**src/rtl/repsub_divider.sv**
```systemverilog
// Unsigned divider using repeated subtraction. The dividend and the divisor arrive one after
// the other on a shared operand bus, and done pulses once when the result is ready.
module repsub_divider #(
  parameter int unsigned WIDTH = 16
) (
  input  logic             clk,
  input  logic             rst_n,
  input  logic             start,
  input  logic [WIDTH-1:0] data_in,
  output logic [WIDTH-1:0] quotient,
  output logic [WIDTH-1:0] remainder,
  output logic             done,
  output logic             busy,
  output logic             div_by_zero
);

  typedef enum logic [2:0] {
    StIdle,
    StLoadB,
    StCheck,
    StSub,
    StDone
  } state_e;

  state_e           state_q, state_d;
  logic [WIDTH-1:0] r_q, r_d;
  logic [WIDTH-1:0] d_q, d_d;
  logic [WIDTH-1:0] q_q, q_d;
  logic             dbz_q, dbz_d;
  logic [WIDTH-1:0] r_sub;

  // Only used in StSub, where r_q >= d_q always holds, so it never wraps.
  assign r_sub = r_q - d_q;

  always_comb begin
    state_d = state_q;
    r_d     = r_q;
    d_d     = d_q;
    q_d     = q_q;
    dbz_d   = dbz_q;
    unique case (state_q)
      StIdle: begin
        if (start) begin
          r_d     = data_in;
          q_d     = '0;
          dbz_d   = 1'b0;
          state_d = StLoadB;
        end
      end
      StLoadB: begin
        d_d     = data_in;
        state_d = StCheck;
      end
      StCheck: begin
        if (d_q == '0) begin
          dbz_d   = 1'b1;
          state_d = StDone;
        end else if (r_q < d_q) begin
          state_d = StDone;
        end else begin
          state_d = StSub;
        end
      end
      StSub: begin
        r_d = r_sub;
        q_d = q_q + WIDTH'(1);
        if (r_sub < d_q) begin
          state_d = StDone;
        end
      end
      StDone: begin
        state_d = StIdle;
      end
      default: begin
        state_d = StIdle;
      end
    endcase
  end

  always_ff @(posedge clk) begin
    if (!rst_n) begin
      state_q <= StIdle;
      r_q     <= '0;
      d_q     <= '0;
      q_q     <= '0;
      dbz_q   <= 1'b0;
    end else begin
      state_q <= state_d;
      r_q     <= r_d;
      d_q     <= d_d;
      q_q     <= q_d;
      dbz_q   <= dbz_d;
    end
  end

  assign quotient    = q_q;
  assign remainder   = r_q;
  assign div_by_zero = dbz_q;
  assign done        = (state_q == StDone);
  assign busy        = (state_q != StIdle);

endmodule

```
**config.mk**
```make
export PLATFORM = sky130hd
export DESIGN_NAME = repsub_divider
export DESIGN_NICKNAME = d
export VERILOG_FILES = /design/src/rtl/repsub_divider.sv
export SDC_FILE = /design/constraint.sdc
export NUM_CORES = 1
export LEC_CHECK = 0
export BUFFER_PORTS_ARGS = -buffer_cell sky130_fd_sc_hd__buf_2
export CORE_MARGIN = 4
export CORE_UTILIZATION = 59
export CTS_CLUSTER_DIAMETER = 50
export DETAILED_ROUTE_END_ITERATION = 10
export HOLD_SLACK_MARGIN = 0.06
export PLACE_DENSITY = 0.83
export SYNTH_ARGS = -nofsm -noshare
export SYNTH_HDL_FRONTEND = slang
export SYNTH_SLANG_ARGS = --single-unit
```
**constraint.sdc**
```tcl
create_clock -name clk -period 5 [get_ports clk]
set_clock_uncertainty 0.15 [all_clocks]
set_input_delay 0.75 -clock clk [delete_from_list [all_inputs] [get_ports clk]]
set_output_delay 0.75 -clock clk [all_outputs]
set_load 0.02 [all_outputs]
```
# Word-level counts from Yosys, hierarchy flattened
# Cells that the tools add are included.
totals:
  regBits: 52
op_classes:
  reduce_logical: 8
  addsub: 2
  mux: 12
  eq_ne: 7
  n_lt_le_gt_ge: 2
op_table:
  columns: ["op", "count"]
  rows:
  - ["16-bit case mux with 2 select lines", 2]
  - ["16-bit less-than comparator", 2]
  - ["16-bit two-way mux", 2]
  - ["16-bit by 1-bit adder with 16-bit output, second input constant", 1]
  - ["16-bit logical NOT", 1]
  - ["16-bit subtractor", 1]
  - ["3-bit two-way mux", 4]
  - ["3-bit case mux with 4 select lines", 1]
  - ["3-bit by 2-bit == test with 1-bit output, second input constant", 2]
  - ["2-bit inequality test, second input constant", 3]
  - ["2-bit AND reduction", 2]
  - ["2-bit nonzero test", 2]
  - ["3-bit by 1-bit == test with 1-bit output, second input constant", 1]
  - ["3-bit == test, second input constant", 1]
  - ["3-bit logical NOT", 1]
  - ["3-bit AND reduction", 1]
  - ["3-bit nonzero test", 1]
  - ["1-bit two-way mux", 2]
  - ["1-bit case mux with 2 select lines", 1]

# Depth between registers and ports, before layout
# Gate-level depths: netlist of run 1.
depth:
  word_depth: 4
  mapped_depth: 15
  depth_no_buf: 15

# Least setup slack after synthesis of run 1
# No wires, ideal clock.
synth_timing:
  path_type: "flip-flop to flip-flop"
  start: "reg r_q[0], in the netlist remainder[0]"
  end: "reg state_q[0]"
  path_buffers: 0
  setup_ps: 122
  t_arrival_ps: 3150
  period_less_slack_ps: 3422
  path_slack_ps: 1578
  path_stages_with_launch: 15
  path_cell_list: "dfxtp_1 > inv_1 > ha_1 > fa_1 > nor2b_1 > o2111ai_1 > a311oi_1 > nand2b_1 > xor2_1 > ha_1 > nor2b_1 > o21ai_0 > a311o_1 > o211ai_1 > a221o_1"
synth_via:
  elab_chain_cells: 4
synth_rtl:
  columns: ["item", "line", "source"]
  rows:
  - ["start, declared", "26", "logic [WIDTH-1:0] r_q, r_d;"]
  - ["start signal, assigned", "89", "r_q <= r_d;"]
  - ["16-bit subtractor / 16-bit less-than comparator (equally long branches)", "33, 58", null]
  - ["16-bit less-than comparator / 3-bit two-way mux (equally long branches)", "67, 58", null]
  - ["2-bit inequality test (no source line) / 3-bit two-way mux (equally long branches)", null, null]
  - ["2-bit AND reduction (no source line) / 3-bit case mux with 4 select lines (equally long branches)", null, null]
  - ["end signal, assigned", "82", "state_q <= StIdle;"]
  - ["end signal, assigned", "88", "state_q <= state_d;"]
  - ["end, declared", "25", "state_e state_q, state_d;"]
# Several ways; a longest one is shown, not always the timed one.
# A chain may end at the register's enable or synchronous reset.

# Worst setup path in the final report of run 1
# Ends and elaborated chain as after synthesis.

==> metrics.txt, run 1 <==
DR pass1 iterations=4; Hold Fails Final Rpt=0; fin crit period=3634 ps; RSZ-0062 raised after global routing=false; Worst R2R Setup Slack=1370 ps; max-cap violations=0; Hold Path Cell Cnt=2; Worst Hold End=d_q[5]$_SDFFE_PN0P_; Max stage delay on crit path=400 ps; Clk network pwr share=0.125; CTS H-tree lvls=2; cell taking the most area after synthesis=dfxtp_1; Die X=82.85 µm; post-cts repair resize count=0; CTS clk-pin slew, worst paths=90 ps; ANT nets after route=0; Placer Congestion=0.9285; largest net degree at the start of global routing=33; hold buffers post-CTS=0; Comb power frac=0.600; Ys Warns=0; total die area=0.006864 mm²; routed wire length=8657 µm; Iteration-0 DRC Markers=189; crit end category=flip-flop; Clock Path Buffers=2; period utilization=0.7268; Syn Nets=478; via count=3296; critical-path cell list=inv_1, ha_1, fa_1, nor2b_1, o2111ai_1, a311oi_1, nand2b_1, xor2_1, ha_1, nor2b_1, o21ai_0, a311o_1, o211ai_1, a221o_1; HP Class=flip-flop to flip-flop; FF-to-FF Start=remainder[0]$_SDFFE_PN0P_; sequential area share after synthesis=0.3149; Pint=1020 µW; PwrDens=504.1 mW/mm²; initial antenna violation count=0; first-pass GRT wire length=14500 µm; setup ws final=1366 ps; Final #Nets=523; GRT Overall Usage=0.2507; Area Growth Syn to Fin=11.73%; Area contributors post-synth=dfxtp_1 31%, ha_1 12%, a21oi_1 8.5%, nand2_1 7.5%, nor2_1 3.3%; Rel. slew slack=0.4211; Routed WL per cell=16.03 µm; Post-DP HPWL=6416 µm; Place WS=1423 ps; vias in the first global route=3050; worst-path fanout max=3; setup_tns=0 ps; Lkg Pwr=0.001534 µW; CP Launch Type=flip-flop; status=finished clean; Die H=82.85 µm; Boundary Pins=54; Crit Path Class=flip-flop to flip-flop; gr ovfl total=0; latest clock arrival within the worst-skew pair=300 ps; drt drc=0; Inserted Diodes=0; peak supply drop=0.3472 mV; CTS sink cnt=52; sw power=841.6 µW; Yosys top cell area share=0.3149; Syn Area/Cell=7.778 µm²; Least-Margin Pin Slew=868.4 ps; critical path arrival=3680 ps; Worst Hold Launch=d_q[5]$_SDFFE_PN0P_; total power draw=1862 µW; row count=26; clock root buffer=clkbuf_8; filler instances=445; share of power burned in registers=0.275; CP max-delay cell=fa_1; synth unique cells=45; FF-to-FF End=state_q[0]$_SDFFE_PN0P_; Initial Util=0.6273; Gate Count Post-Synth=425; Max Clk Rate=275.2 MHz; post-synthesis cell area=0.003306 mm²; CTS tree=yes; PortBufs=53; Critical Path RT=5050 ps; share of cells above drive strength 1=0.1553; Post-CTS Setup Inserts=0; FF+latch count, synth=52; Num CTS Buffers=5; switching part of the total power=0.4521; cell depth of the worst flop-to-flop path=14; core area=0.005270 mm²; count of final setup violators=0; Slew Limit Fails=0; vias per inst=6.104
[final cells by class]
type	instances	area, µm²	share of cell area
inverter	23	86.33	0.02337
tap	70	87.58	0.02371
sequential	52	1041	0.2818
clock inverter	2	12.51	0.003388
timing repair buffer	56	287.8	0.07791
clock buffer	5	68.82	0.01863
multi-input combinational	332	2110	0.5711
[worst max-delay path: cells and delay by family, from the launching register on]
kind            cells  cell delay, ps
xor+xnor            1             200
flops               1             380
fa+ha+maj           3             900
simple gates        3             480
compound gates      6            1370
buf+inv             1              70
[metal layers]
| layer | part of all wire | global-route usage | routed length [µm] |
|---|---|---|---|
| met1 | 0.45 | 0.3452 | 3863 |
| met2 | 0.47 | 0.4082 | 4043 |
| met3 | 0.070 | 0.04257 | 610 |
| met4 | 0.016 | 0.06241 | 140 |
| met5 | 0 | 0 | 0 |
[cell usage in the layout, fill, tap and decap left out, drive strengths merged, types with 6 or more instances in the layout]
master	n
nand2	66
a21oi	56
buf	56
dfxtp	52
ha	33
nor2	29
inv	23
nand3	19
o21ai	16
a22oi	13
o21a	11
xnor2	9
nor2b	8
nor3	6
a31oi	6
[cell families (layout without fill, tap and decap cells)]
group | after synthesis | after routing | synth area share
and+or+nand+nor | 157 | 157 | 0.2279
AOI/OAI and AO/OA | 126 | 126 | 0.2373
DFF | 52 | 52 | 0.3149
buffers and inverters | 41 | 86 | 0.04845
adders and majority gates | 34 | 34 | 0.1310
xor gates and xnor gates | 14 | 14 | 0.03709
muxes | 1 | 1 | 0.003406
[stage by stage]
stage	util	area (µm²)	hold WS, ps	std cells
3_3_place_gp	0.6854	3612	308.5	533
6_report	0.7009	3694	325.0	540
3_5_place_dp	0.6854	3612	314.4	533
5_1_grt	0.7009	3694	349.6	540
4_1_cts	0.7009	3694	327.7	540
2_1_floorplan	-	3306	299.0	425
[cells in the mapped netlist, drive strengths merged]
cell	instances
a221o	2
nor2b	8
a21o	5
or3	4
nor3b	2
o21ai	16
nor4	4
a22oi	13
nand3	19
nor3	6
or3b	1
and3b	1
a311o	1
a211oi	1
a311oi	4
o21a	11
nand3b	4
a21oi	56
nor2	29
mux2	1
clkbuf	11
and2	1
nand2	66
a31oi	6
o2bb2ai	1
ha	33
nand4	5
a31o	1
buf	7
o221a	1
xnor2	9
o221ai	4
inv	23
and4	2
xor2	5
nand2b	2
and3	2
o2111ai	2
dfxtp	52
fa	1
or2	1
o211ai	2
[state kept, by name (all words and copies together), names as in the netlist]
name and flops:
d_q 16, div_by_zero 1, quotient 16, remainder 16, state_q 3
[how the worst max path moves through the flow]
stage                                    startpoint                      end  slack, ps  depth (start not counted)
after floorplan           remainder[0]$_SDFFE_PN0P_  state_q[0]$_SDFFE_PN0P_       1580                         14
after global placement    remainder[0]$_SDFFE_PN0P_  state_q[0]$_SDFFE_PN0P_       1530                         14
after detailed placement        d_q[1]$_SDFFE_PN0P_  state_q[1]$_SDFFE_PN0P_       1420                         13
after CTS                 remainder[0]$_SDFFE_PN0P_  state_q[1]$_SDFFE_PN0P_       1390                         13
after global routing            d_q[1]$_SDFFE_PN0P_  state_q[1]$_SDFFE_PN0P_       1090                         13
final                     remainder[0]$_SDFFE_PN0P_  state_q[0]$_SDFFE_PN0P_       1370                         14
[power groups by stage]
| stage | Combinational (µW) | Clock (µW) | Sequential, µW |
|---|---|---|---|
| 3_3_place_gp | 1080 | 0 | 516 |
| 5_1_grt | 1270 | 257 | 519 |
| 3_5_place_dp | 1100 | 0 | 519 |
| 4_1_cts | 1110 | 237 | 510 |
| 2_1_floorplan | 838 | 0 | 529 |
| 6_report | 1120 | 233 | 512 |
(Power assumes the default switching activity.)
==> run 2: changes to the inputs <==
--- a/config.mk
+++ b/config.mk
@@ -7,11 +7,11 @@
 export LEC_CHECK = 0
 export BUFFER_PORTS_ARGS = -buffer_cell sky130_fd_sc_hd__buf_2
 export CORE_MARGIN = 4
-export CORE_UTILIZATION = 59
+export CORE_UTILIZATION = 57
 export CTS_CLUSTER_DIAMETER = 50
 export DETAILED_ROUTE_END_ITERATION = 10
 export HOLD_SLACK_MARGIN = 0.06
-export PLACE_DENSITY = 0.83
+export PLACE_DENSITY = 0.8
 export SYNTH_ARGS = -nofsm -noshare
 export SYNTH_HDL_FRONTEND = slang
 export SYNTH_SLANG_ARGS = --single-unit
==> constraint.sdc (replaced) <==
create_clock -name clk -period 3.43 [get_ports clk]
set_clock_uncertainty 0.15 [all_clocks]
set_input_delay 0.5145 -clock clk [delete_from_list [all_inputs] [get_ports clk]]
set_output_delay 0.5145 -clock clk [all_outputs]
set_load 0.02 [all_outputs]
==> run 2 against run 1 <==
Net effect: the flow now finishes with violations (setup timing); non-clock buffer count rose by 22; global-route usage up 0.41 points; combinational power is 88% higher; clock power rose by 68%; routed wire length increased by 11%; critical path type unchanged; critical endpoint unchanged; highest routed layer unchanged.
==> metrics.txt, run 2 (synthesized netlist as in run 1, its figures left out) <==
PortBufs=53 (unchanged); Rel. slew slack=0.6434 (+0.2223); CP top delay family=compound AO/OA/AOI/OAI gates; core area=0.005574 mm² (+5.8%); count of final setup violators=1 (+1); gr ovfl total=0 (unchanged); share of cells above drive strength 1=0.2576 (+0.1023); first-pass GRT wire length=15060 µm (+3.9%); clock root buffer=clkbuf_8; PwrDens=803.2 mW/mm² (+59%); Die H=84.16 µm (+1.6%); CTS H-tree lvls=2 (unchanged); Final #Nets=545 (+4.2%); row count=27 (+3.8%); RSZ-0062 raised after global routing=true; FF-to-FF Start=remainder[0]$_SDFFE_PN0P_; initial antenna violation count=0 (unchanged); CP startpoint=remainder[0]$_SDFFE_PN0P_; Place WS=-141.3 ps (-1564 ps); DP Cell Count=547 (+2.6%); violated checks=setup timing; GRT Overall Usage=0.2548 (+0.004123); Worst Hold Launch=data_in[1]; setup ws final=-48.43 ps (-1414 ps); sw power=1461 µW (+74%); total die area=0.007082 mm² (+3.2%); Max stage delay on crit path=370 ps (-30 ps); Max Clk Rate=287.5 MHz (+4.5%); crit end category=flip-flop; most frequent cells in the layout=65 x nand2_1, 53 x a21oi_1, 53 x buf_2; routed wire length=9622 µm (+11%); via count=3461 (+5.0%); ANT nets after route=0 (unchanged); share of power burned in registers=0.231 (-0.044); switching part of the total power=0.4501 (-0.001938); DR pass1 iterations=5 (+1); Placer Congestion=1.000 (+7.7%); vias per inst=6.126 (+0.36%); Num CTS Buffers=5 (unchanged); vias in the first global route=3350 (+9.8%); HP Class=input port to flip-flop; Slew Limit Fails=0 (unchanged); Routed WL per cell=17.03 µm (+6.2%); worst path buffer plus inverter count=1 (unchanged); period utilization=1.014 (+0.2873); Clock Path Buffers=2 (unchanged); fin crit period=3478 ps (-155.7 ps); drt drc=0 (unchanged); Lkg Pwr=0.001684 µW (+9.8%); critical-path cell list=inv_2, ha_4, fa_2, nor2b_2, o2111ai_2, a311oi_2, nand2b_4, xor2_2, ha_1, nor2b_1, o21ai_1, a311o_1, o211ai_1, a221o_1; CTS tree=yes; max-cap violations=0 (unchanged); Clk network pwr share=0.121 (-0.004); CP max-delay cell=fa_2; latest clock arrival within the worst-skew pair=330 ps (+30 ps); CP Launch Type=flip-flop; Pint=1784 µW (+75%); Non-Filler Instances=565 (+4.6%); Initial Util=0.5930 (-0.03421); Post-DP HPWL=6698 µm (+4.4%); Inserted Diodes=0 (unchanged); worst-path fanout max=3 (unchanged); Hold Fails Final Rpt=0 (unchanged); Boundary Pins=54 (unchanged); status=finished with violations; CTS sink cnt=52 (unchanged); Least-Margin Pin Slew=530.1 ps (-338.3 ps); hold buffers post-CTS=0 (unchanged); commonest non-fill, non-tap cell in the layout=nand2_1; peak supply drop=0.4848 mV (+40%); Area Growth Syn to Fin=22.22%; Die X=84.16 µm (+1.6%); CTS clk-pin slew, worst paths=110 ps (+20 ps); Comb power frac=0.649 (+0.049); Critical Path RT=3500 ps (-1550 ps); Crit Path Class=flip-flop to flip-flop; WHS=273.0 ps (-52.05 ps); Iteration-0 DRC Markers=207 (+9.5%); critical path arrival=3550 ps (-130 ps); largest net degree at the start of global routing=21 (-36%)
==> run 2: path summary, 6_finish.rpt <==
check	to	cells after the start	slack (ps)
worst max-delay path	state_q[0]$_SDFFE_PN0P_	14	-50
worst min register to register	d_q[3]$_SDFFE_PN0P_	2	320
worst max register to register	state_q[0]$_SDFFE_PN0P_	14	-50
worst min-delay path	d_q[1]$_SDFFE_PN0P_	3	270
==> run 2: metal layers <==
metal | routed length, µm | up-vias | part of all wire | GRT usage
met5 | 0 | - | 0 | 0
met4 | 283 | 0 | 0.029 | 0.1213
met3 | 562 | 25 | 0.058 | 0.04220
met2 | 4649 | 139 | 0.48 | 0.4218
met1 | 4127 | 1637 | 0.43 | 0.3223
li1 | - | 1660 | - | -
==> run 2: stage by stage <==
stage | TNS, ps | instance area [µm²] | util | power (µW)
floorplan | 0 | 3306 | - | 1992
global route | -594.6 | 4040 | 0.7248 | 3478
CTS | 0 | 3847 | 0.6902 | 2925
finish | -48.43 | 4040 | 0.7248 | 3245
global placement | 0 | 3705 | 0.6646 | 2412
detailed placement | -363.0 | 3705 | 0.6646 | 2465
==> run 2: final cells by class <==
cell class	count	area (µm²)
Clock buffer	5	68.82
Clock inverter	3	28.78
Fill cell	420	1534
Inverter	23	86.33
Multi-Input combinational cell	332	2267
Sequential cell	52	1046
Tap cell	72	90.09
Timing Repair Buffer	78	452.9
==> run 2: repair_timing <==
action / CTS / global route
buffers inserted: 1 / 9
pin swaps: 6 / 20
gates resized for setup: 10 / 28
endpoints found under the setup margin: 3 / 3
==> run 2: tightest hold or removal path, cell delays in order <==
cell,delay (ps)
buf_2,100
nand2_1,50
a21oi_1,50
==> run 2: power groups by stage <==
stage | clock [µW] | combinational (µW) | sequential (µW)
CTS | 395 | 1790 | 742
global route | 425 | 2290 | 758
global placement | 0 | 1660 | 751
finish | 392 | 2100 | 749
detailed placement | 0 | 1710 | 755
floorplan | 0 | 1220 | 771
==> run 3: changes to the inputs <==
--- a/config.mk
+++ b/config.mk
@@ -11,7 +11,7 @@
 export CTS_CLUSTER_DIAMETER = 50
 export DETAILED_ROUTE_END_ITERATION = 10
 export HOLD_SLACK_MARGIN = 0.06
-export PLACE_DENSITY = 0.8
+export PLACE_DENSITY = 0.82
 export SYNTH_ARGS = -nofsm -noshare
 export SYNTH_HDL_FRONTEND = slang
 export SYNTH_SLANG_ARGS = --single-unit
==> run 3 against run 2 <==
Net effect: the run still ends with setup timing left; register-to-register slack about the same; core utilization grew 0.22 points; first-iteration DRC count grew 42%; largest cell class unchanged; clock-buffer cell count stayed put; critical endpoint is now state_q[1]$_SDFFE_PN0P_.
==> metrics.txt, run 3 (synthesized netlist as in run 1, its figures left out) <==
status=finished with violations; violated checks=setup timing; clock root buffer=clkbuf_8; latest clock arrival within the worst-skew pair=320 ps (about the same); setup_tns=-115.0 ps (-66.57 ps); M1 WL=3953 µm (-4.2%); RSZ-0062 raised after global routing=true; commonest non-fill, non-tap cell in the layout=nand2_1; Clk network pwr share=0.113 (-0.008); peak supply drop=0.4384 mV (-9.6%); vias in the first global route=3198 (-4.5%); row count=27 (unchanged); vias per inst=6.371 (+4.0%); routed wire length=10090 µm (+4.9%); Max Clk Rate=287.5 MHz (about the same); Num CTS Buffers=5 (unchanged); Routed WL per cell=17.99 µm (+5.7%); Inserted Diodes=0 (unchanged); most frequent cells in the layout=65 x nand2_1, 53 x buf_2, 50 x a21oi_1, 50 x dfxtp_1; CP max-delay cell=or3_1; worst-path fanout max=4 (+1); total die area=0.007082 mm² (unchanged); switching part of the total power=0.4592 (+0.009027); Placer Congestion=0.9669 (-3.3%); filler instances=431 (+2.6%); Critical Path RT=3550 ps (+50 ps); Crit Path Class=flip-flop to flip-flop; CP most frequent cell=ha_1; Final #Nets=541 (-0.73%); CTS tree=yes; Lkg Pwr=0.001690 µW (+0.34%); DR WL met2=4912 µm (+5.7%); PortBufs=53 (unchanged); critical path arrival=3590 ps (+40 ps); Pint=1823 µW (+2.2%); CTS clk-pin slew, worst paths=110 ps (about the same); DR pass1 iterations=6 (+1); core area=0.005574 mm² (unchanged); HP Class=input port to flip-flop; crit end category=flip-flop; drt drc=0 (unchanged); Boundary Pins=54 (unchanged); PwrDens=831.7 mW/mm² (+3.5%); Die H=84.16 µm (unchanged); sw power=1548 µW (+6.0%); Max stage delay on crit path=420 ps (+50 ps); Least-Margin Pin Slew=616.8 ps (+86.75 ps); Comb power frac=0.665 (+0.016); Iteration-0 DRC Markers=294 (+42%); Post-DP HPWL=6573 µm (-1.9%); Clock Path Buffers=2 (unchanged); CP Launch Type=flip-flop; initial antenna violation count=0 (unchanged); fin crit period=3478 ps (-0.3908 ps); CTS sink cnt=52 (unchanged); Rel. slew slack=0.5850 (-0.05836); Place WS=-187.6 ps (-46.33 ps); Die X=84.16 µm (unchanged); Met3 Wirelength=850 µm (+51%); critical-path cell list=inv_1, ha_1, nor2b_4, o2111ai_4, a311oi_2, nand2b_4, xor2_2, ha_1, nand4_1, or3_1, o211ai_1, o221a_2; CTS H-tree lvls=2 (unchanged); top sig layer=met4; via count=3574 (+3.3%); gr ovfl total=0 (unchanged); largest net degree at the start of global routing=32 (+52%); share of cells above drive strength 1=0.2495 (-0.008118); ANT nets after route=0 (unchanged); CP top delay family=compound AO/OA/AOI/OAI gates; hold buffers post-CTS=0 (unchanged); max-cap violations=0 (unchanged); period utilization=1.014 (about the same); Slew Limit Fails=0 (unchanged); count of final setup violators=3 (+2); Area Growth Syn to Fin=22.60%; worst path buffer plus inverter count=1 (unchanged); share of power burned in registers=0.222 (-0.009); setup ws final=-48.04 ps (+0.3908 ps); Hold Fails Final Rpt=0 (unchanged); GRT Overall Usage=0.2540 (-0.0008654); Initial Util=0.5930 (unchanged); first-pass GRT wire length=15060 µm (unchanged)
==> run 3: cell types whose count changed in the layout (fill, tap and decap cells not counted), moves of 2 or more <==
cell / change
dfxtp_1: +2
a21oi_2: +3
dfxtp_2: -2
xnor2_1: -2
ha_1: +2
xnor2_2: +2
ha_2: -3
a21oi_1: -3
nor2b_4: +2
buf_4: -4
==> run 3: stage by stage <==
stage	cells	util	power, µW	cell area, µm²	hold slack, ps
global placement	545	0.6620	2402	3690	311.0
detailed placement	545	0.6620	2463	3690	313.9
finish	561	0.7270	3371	4053	287.6
CTS	555	0.6916	2939	3855	282.9
global route	561	0.7270	3572	4053	273.3
floorplan	425	-	1992	3306	299.0
==> run 3: path summary, 6_finish.rpt <==
check	to	from	slack, ps	cells after the start
setup reg to reg	state_q[1]$_SDFFE_PN0P_	d_q[2]$_SDFFE_PN0P_	-50	12
setup / recovery	state_q[1]$_SDFFE_PN0P_	d_q[2]$_SDFFE_PN0P_	-50	12
hold reg to reg	d_q[9]$_SDFFE_PN0P_	d_q[9]$_SDFFE_PN0P_	330	2
hold / removal	d_q[10]$_SDFFE_PN0P_	data_in[10]	290	3
==> run 3: what timing repair did <==
item | in CTS | in global routing
pin swaps | 2 | 19
gates resized for setup | 10 | 31
buffers inserted | 2 | 7
endpoints found under the setup margin | 3 | 3
endpoints found under the hold margin | 0 | 0
==> run 3: power groups by stage <==
| stage | clock [µW] | sequential, µW | combinational, µW |
|---|---|---|---|
| floorplan | 0 | 771 | 1220 |
| global placement | 0 | 751 | 1650 |
| detailed placement | 0 | 755 | 1710 |
| CTS | 387 | 740 | 1810 |
| global route | 407 | 756 | 2410 |
| finish | 382 | 748 | 2240 |
==> run 3: layout make-up <==
type                    instances  area (µm²)  share of cell area
clock buffers                   5       68.82             0.01698
inverters                      23       86.33             0.02130
flip-flops and latches         52        1044              0.2575
multi-input cells             332        2315              0.5712
repair buffers                 74       422.9              0.1044
well taps                      72       90.09             0.02223
clock inverters                 3       26.28            0.006483
==> run 3: layer usage <==
layer	track usage	vias up
li1	-	1647
met1	0.3349	1676
met2	0.4426	206
met3	0.03140	45
met4	0.05848	0
met5	0	-
==> run 3: worst min-delay path, delay by kind of cell <==
kind	cells	cell delay (ps)
AOI/OAI and AO/OA	1	50
buffers and inverters	1	110
and+or+nand+nor	1	50
